==> config.mk <==
export PLATFORM = sky130hd
export DESIGN_NAME = countdown_timer
export DESIGN_NICKNAME = d
export VERILOG_FILES = /design/src/rtl/countdown_timer.sv
export SDC_FILE = /design/constraint.sdc
export NUM_CORES = 1
export LEC_CHECK = 0
export ABC_AREA = 1
export BUFFER_PORTS_ARGS = -buffer_cell sky130_fd_sc_hd__buf_4
export CAP_MARGIN = 20
export CORE_UTILIZATION = 54
export CTS_BUF_LIST = sky130_fd_sc_hd__clkbuf_2
export DETAILED_ROUTE_END_ITERATION = 7
export PLACE_DENSITY = 0.79
export SLEW_MARGIN = 20
export SYNTH_ARGS = -nofsm -noshare
export SYNTH_HDL_FRONTEND = slang
export SYNTH_SLANG_ARGS = --single-unit
==> constraint.sdc <==
create_clock -name clk_i -period 1.45 [get_ports clk_i]
set_input_delay 0.29 -clock clk_i [delete_from_list [all_inputs] [get_ports clk_i]]
set_output_delay 0.29 -clock clk_i [all_outputs]
set_load 0.01 [all_outputs]
==> src/rtl/countdown_timer.sv <==
// countdown_timer: prescaled down-counter with a fixed-length alarm pulse and a sticky done flag
module countdown_timer #(
  parameter int WIDTH        = 8,
  parameter int TICK_DIV     = 1,
  parameter int ALARM_CYCLES = 4
) (
  input  logic             clk_i,
  input  logic             reset_i,
  input  logic             load_i,
  input  logic [WIDTH-1:0] value_i,
  input  logic             run_i,
  input  logic             clear_i,
  output logic [WIDTH-1:0] time_o,
  output logic             running_o,
  output logic             alarm_o,
  output logic             done_o
);
  localparam int DW = TICK_DIV > 1 ? $clog2(TICK_DIV) : 1;
  localparam int AW = ALARM_CYCLES > 1 ? $clog2(ALARM_CYCLES) : 1;
  localparam logic [DW-1:0] DIV_LAST = DW'(TICK_DIV - 1);
  localparam logic [AW-1:0] ACNT_INIT = AW'(ALARM_CYCLES - 1);
  typedef enum logic [1:0] {STOPPED, RUNNING, ALARM, DONE} state_t;
  state_t state, state_n;
  logic [WIDTH-1:0] time_q, time_n;
  logic [DW-1:0] div, div_n;
  logic [AW-1:0] acnt, acnt_n;
  always_ff @(posedge clk_i) begin
    if (reset_i) begin
      state  <= STOPPED;
      time_q <= '0;
      div    <= '0;
      acnt   <= '0;
    end else begin
      state  <= state_n;
      time_q <= time_n;
      div    <= div_n;
      acnt   <= acnt_n;
    end
  end
  always_comb begin
    state_n = state;
    time_n  = time_q;
    div_n   = div;
    acnt_n  = acnt;
    if (clear_i) begin
      state_n = STOPPED;
      time_n  = '0;
      div_n   = '0;
    end else if (load_i) begin
      state_n = STOPPED;
      time_n  = value_i;
      div_n   = '0;
    end else begin
      case (state)
        STOPPED: state_n = (run_i && time_q != '0) ? RUNNING : STOPPED;
        RUNNING: begin
          if (!run_i) state_n = STOPPED;
          else if (div == DIV_LAST) begin
            div_n  = '0;
            time_n = (time_q != '0) ? time_q - WIDTH'(1) : time_q;
            // the final decrement enters ALARM on the same edge
            if (time_q == WIDTH'(1)) begin
              state_n = ALARM;
              acnt_n  = ACNT_INIT;
            end
          end else div_n = div + DW'(1);
        end
        ALARM: begin
          state_n = (acnt == '0) ? DONE : ALARM;
          acnt_n  = (acnt == '0) ? acnt : acnt - AW'(1);
        end
        default: ;
      endcase
    end
  end
  assign time_o    = time_q;
  assign running_o = state == RUNNING;
  assign alarm_o   = state == ALARM;
  assign done_o    = state == ALARM || state == DONE;
endmodule
==> summary.txt, run 1 <==
====================================================================================
Reg power frac ........................................................        45.9%
Fraction of layout instances using a drive strength above 1 ...........        41.2%
Total length of routed wires ..........................................      2590 um
Routed via count ......................................................         1030
Footprint of the multi-input gates ....................................     696 um^2
Global Route Usage Sum ................................................        27.5%
Worst Path Required ...................................................      1.16 ns
Setup TNS Final .......................................................   -0.0550 ns
Count of cell types in the netlist ....................................           22
Ant diodes ............................................................            0
Primary FF master, synth .............................................. sky130_fd_sc_hd__dfxtp_1
Core ar. ..............................................................    1540 um^2
Power per unit of standard cell area ..................................  593 nW/um^2
Most area-hungry cell type in the Yosys netlist ....................... sky130_fd_sc_hd__dfxtp_1
Maximum number of pins on one net before global-route repair ..........           12
WL/cell ...............................................................      13.4 um
Count of buffers inserted at the top-level ports ......................           23
Final period utilization ..............................................         104%
Pre-CTS WS ............................................................    0.0128 ns
Cell with the most instances after synthesis .......................... sky130_fd_sc_hd__nand2_1
Share of total power in the clock network .............................        24.5%
Buffer type at the clock tree root .................................... sky130_fd_sc_hd__clkbuf_2
Startpoint of the worst-slack reg-to-reg timing path ..................    time_o[0]
VDD IR max ............................................................     0.485 mV
Worst Slack Setup Final ...............................................   -0.0550 ns
Share of the synthesized area in the top cell type ....................        26.6%
Antenna violations before repair ......................................            0
Post-placement cell count .............................................          187
Routed via count divided by cell count ................................         5.34
Comb pwr share ........................................................        29.6%
Setup repair after global routing missed its margin ...................         true
Post-route non-filler standard cell count .............................          193
Highest fanout seen on the critical path ..............................            4
Gpl congestion ........................................................        0.876
Max Transition Viols Final ............................................            0
Number of buffers inserted for hold repair after clock tree synthesis .            0
Met1 track demand over resource in global routing .....................        35.9%
Total count of hold-check failures in the final report ................            0
Post-synthesis instance area ..........................................     902 um^2
Final nets ............................................................          199
Number of nets still failing antenna checks after routing .............            0
Detailed-router iteration count before antenna repair .................            4
P_leak ................................................................     0.621 nW
Result of the run ..................................................... complete, but fails checks
Avg Inst Size Synth ...................................................    6.26 um^2
Maxcap violations .....................................................            0
Timing-limited maximum frequency ......................................      664 MHz
Number of warnings printed during yosys synthesis .....................            0
Number of ports placed on the die boundary ............................           24
Width of the die ......................................................      42.9 um
Post-layout min period ................................................      1.50 ns
Least-Margin Pin Slew .................................................     0.333 ns
Timing startpoint of the critical path ................................     state[0]
Data arrival time of the critical path ................................      1.21 ns
HPWL after DPL ........................................................      1690 um
Worst hold slack after final layout ...................................     0.154 ns
Maximum root-to-sink buffer count .....................................            2
Mapped Nets ...........................................................          165
Path class of the lowest-slack min-delay path ......................... input pin to register
Commonest cells in the synthesized netlist ............................ 41 x sky130_fd_sc_hd__nand2_1, 26 x sky130_fd_sc_hd__nor2_1, 16 x sky130_fd_sc_hd__inv_1, 12 x sky130_fd_sc_hd__dfxtp_1, 11 x sky130_fd_sc_hd__nand3_1
Kind of capture point of the worst setup path .........................  output port
Number of design rule violations left after detail routing ............            0
Reg clk slew, reported paths ..........................................      0.14 ns
H-tree levels .........................................................            1
Residual overflow from global routing .................................            0
Number of instances in the synthesized netlist ........................          144
Met3 global-route usage ...............................................        2.55%
Sequential element share of the synthesized area ......................        26.6%
Violations in the final reports ....................................... negative setup slack
Number of synthesized register bits ...................................           12
Overall die height ....................................................      42.9 um
Standard-cell rows ....................................................           14
Clk Latency, worst-skew pair ..........................................      0.28 ns
Worst Setup Start Kind ................................................     register
Switching power .......................................................       275 uW
CTS tree ..............................................................          yes
Initial DRC count .....................................................           41
Die footprint .........................................................    1840 um^2
# clock sinks .........................................................           12
Initial standard-cell utilization of the core .........................        58.5%
Count of flip-flops with a built-in enable after synthesis ............            0
Top cells by area, synth .............................................. sky130_fd_sc_hd__dfxtp_1 27%, sky130_fd_sc_hd__nand2_1 17%, sky130_fd_sc_hd__ha_1 11%
Busiest grt layer .....................................................         met2
Area of all sequential standard cells .................................     248 um^2
Worst Clk Skew ........................................................   0.00560 ns
First-pass GRT wire length ............................................      3770 um
Worst setup path class ................................................ register to output port
Final setup violation count ...........................................            1
# fillers .............................................................          106
Switching Fraction ....................................................        35.6%
Power Internal ........................................................       498 uW
Final cell utilization of the core ....................................        84.6%
Number of CTS-inserted buffers ........................................            3
Min-delay src .........................................................      reset_i
Max-slew headroom at the worst pin ....................................        77.8%
Area Growth Syn to Fin ................................................        44.5%
Vias in the first global route ........................................          892
Share of synthesized registers carrying an async set or reset .........           0%
Met2 usage in global routing ..........................................        45.8%
====================================================================================
-- state kept, by name, summed over array words and instances, names as in the netlist --
name / cells
state: 2
acnt: 2
time_o: 8
-- layout make-up --
type                            instances  area share [%]
Timing Repair Buffer                   31            18.7
Clock buffer                            3            1.15
Tap cell                               16            1.54
Sequential cell                        12            19.0
Clock inverter                          1           0.288
Inverter                               18            5.95
Multi-Input combinational cell        112            53.4
-- cells by family after synthesis --
group,Yosys count,share of synthesized area [%]
adders and majority gates,8,11.1
DFF,12,26.6
xor gates and xnor gates,2,1.94
AOI/OAI and AO/OA,15,10.1
and+or+nand+nor,87,41.1
buffers and inverters,20,9.15
-- worst paths after layout --
path / endpoint / slack [ns] / cells past startpoint
worst max-delay path: done_o / -0.05 / 4
worst min-delay path: acnt[0] / 0.15 / 2
worst max register to register: time_o[6] / 0.03 / 9
worst min register to register: acnt[1] / 0.46 / 2
-- critical path: stages, from the launching register on --
cell                      delay [ns]
sky130_fd_sc_hd__dfxtp_4        0.41
sky130_fd_sc_hd__inv_4          0.04
sky130_fd_sc_hd__ha_4           0.15
sky130_fd_sc_hd__or2_4          0.22
sky130_fd_sc_hd__buf_6          0.12
-- per-layer routing --
metal | vias to the layer above | routed length [um]
li1 | 514 | -
met1 | 460 | 1110
met5 | - | 0
met4 | 0 | 41
met2 | 50 | 1280
met3 | 6 | 158
-- power groups by stage --
stage | Combinational (mW) | Clock (mW) | Sequential (mW)
2_1_floorplan | 0.119 | 0 | 0.363
3_3_place_gp | 0.193 | 0 | 0.359
5_1_grt | 0.251 | 0.210 | 0.356
6_report | 0.229 | 0.190 | 0.355
4_1_cts | 0.201 | 0.189 | 0.352
3_5_place_dp | 0.195 | 0 | 0.360
-- cells in the final DEF (no fill, tap or decap), types with 3 or more instances in the layout --
cell type / count
sky130_fd_sc_hd__nand2_1: 36
sky130_fd_sc_hd__buf_4: 28
sky130_fd_sc_hd__nor2_1: 23
sky130_fd_sc_hd__inv_1: 11
sky130_fd_sc_hd__nand3_1: 10
sky130_fd_sc_hd__dfxtp_1: 8
sky130_fd_sc_hd__nor2_2: 6
sky130_fd_sc_hd__nand2_2: 5
sky130_fd_sc_hd__inv_2: 4
sky130_fd_sc_hd__a21oi_1: 4
sky130_fd_sc_hd__ha_1: 4
sky130_fd_sc_hd__o21ai_2: 3
sky130_fd_sc_hd__ha_4: 3
sky130_fd_sc_hd__clkbuf_2: 3
sky130_fd_sc_hd__buf_6: 3
sky130_fd_sc_hd__dfxtp_2: 3
-- metrics by stage --
stage / cell area [um^2] / power [mW]
2_1_floorplan: 902 / 0.483
3_3_place_gp: 1130 / 0.552
6_report: 1300 / 0.773
3_5_place_dp: 1130 / 0.555
5_1_grt: 1300 / 0.817
4_1_cts: 1210 / 0.742
-- repair_timing --
action / 4_1_cts / 5_1_grt
buffers inserted: 2 / 0
endpoints found under the setup margin: 5 / 14
gates resized for setup: 14 / 28
pin swaps: 1 / 6
No activity file was read; power rests on OpenSTA's default activity.
==> run 2, diff against run 1 <==
- BUFFER_PORTS_ARGS: -buffer_cell sky130_fd_sc_hd__buf_4 -> -buffer_cell sky130_fd_sc_hd__buf_2
- CORE_ASPECT_RATIO: unset -> 1.25
==> summary.txt, run 2 (synthesis results as in run 1) <==
====================================================================================
Maximum root-to-sink buffer count .....................................            2
# clock sinks .........................................................           12
Endpoint of the worst hold path .......................................      acnt[1]
Maximum number of pins on one net before global-route repair ..........           12
Worst Setup Start Kind ................................................     register
Pre-CTS WS ............................................................   -0.0272 ns
Number of flip-flops in the largest register ..........................            8
Die footprint .........................................................    1840 um^2
Final setup violation count ...........................................            1
Final instance area ...................................................    1180 um^2
Number of buffers inserted for hold repair after clock tree synthesis .            0
Final nets ............................................................          197
Final period utilization ..............................................         103%
Antenna violations before repair ......................................            0
Violations in the final reports ....................................... negative setup slack
# fillers .............................................................          128
Routed via count divided by cell count ................................         5.19
WL/cell ...............................................................      11.7 um
Number of design rule violations left after detail routing ............            0
Kind of capture point of the worst setup path .........................  output port
Leading cell type in the layout, fill and taps excluded ............... sky130_fd_sc_hd__nand2_1
Initial DRC count .....................................................           25
Timing-limited maximum frequency ......................................      667 MHz
Post-layout min period ................................................      1.50 ns
Post-placement cell count .............................................          186
Post-route non-filler standard cell count .............................          192
Width of the die ......................................................      38.6 um
Reg clk slew, reported paths ..........................................      0.13 ns
Total length of routed wires ..........................................      2250 um
Setup repair after global routing missed its margin ...................         true
Worst R2R Setup Slack .................................................      0.10 ns
CTS tree ..............................................................          yes
Gpl congestion ........................................................        0.917
Worst Reg-to-Reg Cells ................................................            9
Worst setup path class ................................................ register to output port
VDD IR max ............................................................     0.470 mV
Setup TNS Final .......................................................   -0.0483 ns
HPWL after DPL ........................................................      1610 um
Min-delay src .........................................................      reset_i
Placed cell area ......................................................    1050 um^2
Residual overflow from global routing .................................            0
Worst Hold Depth ......................................................            2
Vias in the first global route ........................................          781
Data arrival time of the critical path ................................      1.21 ns
H-tree levels .........................................................            1
Ant diodes ............................................................            0
Overall die height ....................................................      47.7 um
Fraction of layout instances using a drive strength above 1 ...........        35.1%
Power per unit of standard cell area ..................................  620 nW/um^2
Buffer type at the clock tree root .................................... sky130_fd_sc_hd__clkbuf_2
Max Transition Viols Final ............................................            0
Standard-cell rows ....................................................           16
First-pass GRT wire length ............................................      3040 um
Total count of hold-check failures in the final report ................            0
Startpoint of the worst-slack reg-to-reg timing path ..................     state[0]
Routed via count ......................................................          997
Worst Slack Setup Final ...............................................   -0.0483 ns
Max-slew headroom at the worst pin ....................................        81.8%
Least-Margin Pin Slew .................................................     0.273 ns
Number of CTS-inserted buffers ........................................            3
Number of ports placed on the die boundary ............................           24
End of the worst register-to-register path ............................    time_o[3]
Clk Latency, worst-skew pair ..........................................      0.29 ns
Worst Clk Skew ........................................................   0.00209 ns
Count of buffers inserted at the top-level ports ......................           23
Global Route Usage Sum ................................................        24.4%
Maxcap violations .....................................................            0
P_leak ................................................................     0.593 nW
Path class of the lowest-slack min-delay path ......................... input pin to register
Result of the run ..................................................... complete, but fails checks
Worst Path Required ...................................................      1.16 ns
Detailed-router iteration count before antenna repair .................            4
Core ar. ..............................................................    1560 um^2
Area Growth Syn to Fin ................................................        30.8%
Initial standard-cell utilization of the core .........................        57.8%
Number of nets still failing antenna checks after routing .............            0
Highest fanout seen on the critical path ..............................            3
Leading cell types in the layout, fill and taps excluded .............. 39 x sky130_fd_sc_hd__nand2_1, 24 x sky130_fd_sc_hd__nor2_1, 22 x sky130_fd_sc_hd__buf_2
====================================================================================
==> run 2: worst max-delay path, cell delays in order, from the launching register on <==
cell	delay, ns
sky130_fd_sc_hd__dfxtp_4	0.38
sky130_fd_sc_hd__ha_2	0.18
sky130_fd_sc_hd__or2_4	0.24
sky130_fd_sc_hd__buf_6	0.12
==> run 2: layout make-up <==
| class | instances | area [um^2] | share of cell area, % |
|---|---|---|---|
| clock buffer | 3 | 15.0 | 1.27 |
| sequential | 12 | 246 | 20.9 |
| tap | 18 | 22.5 | 1.91 |
| multi-input combinational | 112 | 654 | 55.5 |
| timing repair buffer | 29 | 166 | 14.1 |
| inverter | 18 | 75.1 | 6.36 |
==> run 2: repair_timing <==
item,in CTS,in global routing
endpoints found under the setup margin,2,13
buffers inserted,2,1
pin swaps,1,0
resized for setup,14,13
==> run 2: stage by stage <==
step | utilization, % | power (mW) | hold slack (ns)
2_1_floorplan | - | 0.483 | 0.359
3_3_place_gp | 67.4 | 0.530 | 0.455
3_5_place_dp | 67.4 | 0.535 | 0.447
4_1_cts | 72.0 | 0.709 | 0.179
5_1_grt | 75.6 | 0.763 | 0.179
6_report | 75.6 | 0.731 | 0.164
==> run 2: routing by layer <==
metal | vias up | part of all wire (%) | track usage, %
met2 | 21 | 54 | 45.7
met4 | 0 | 1.9 | 12.4
li1 | 513 | - | -
met3 | 5 | 3.4 | 4.19
met1 | 458 | 41 | 25.7
met5 | - | 0 | 0
==> run 2: worst max path at each step <==
stage / cells past startpoint / endpoint / slack [ns] / startpoint
floorplan: 8 / time_o[4] / 0.06 / time_o[0]
global placement: 8 / time_o[4] / 0.003 / time_o[0]
detailed placement: 8 / time_o[4] / -0.03 / time_o[0]
CTS: 3 / done_o / -0.03 / state[0]
global route: 3 / done_o / -0.08 / state[1]
finish: 3 / done_o / -0.05 / state[0]
==> run 2: power by group <==
part	internal (mW)	total [mW]	switching, mW
Clock	0.0563	0.186	0.130
Sequential	0.339	0.353	0.0142
Combinational	0.0767	0.192	0.115
Total	0.472	0.731	0.259
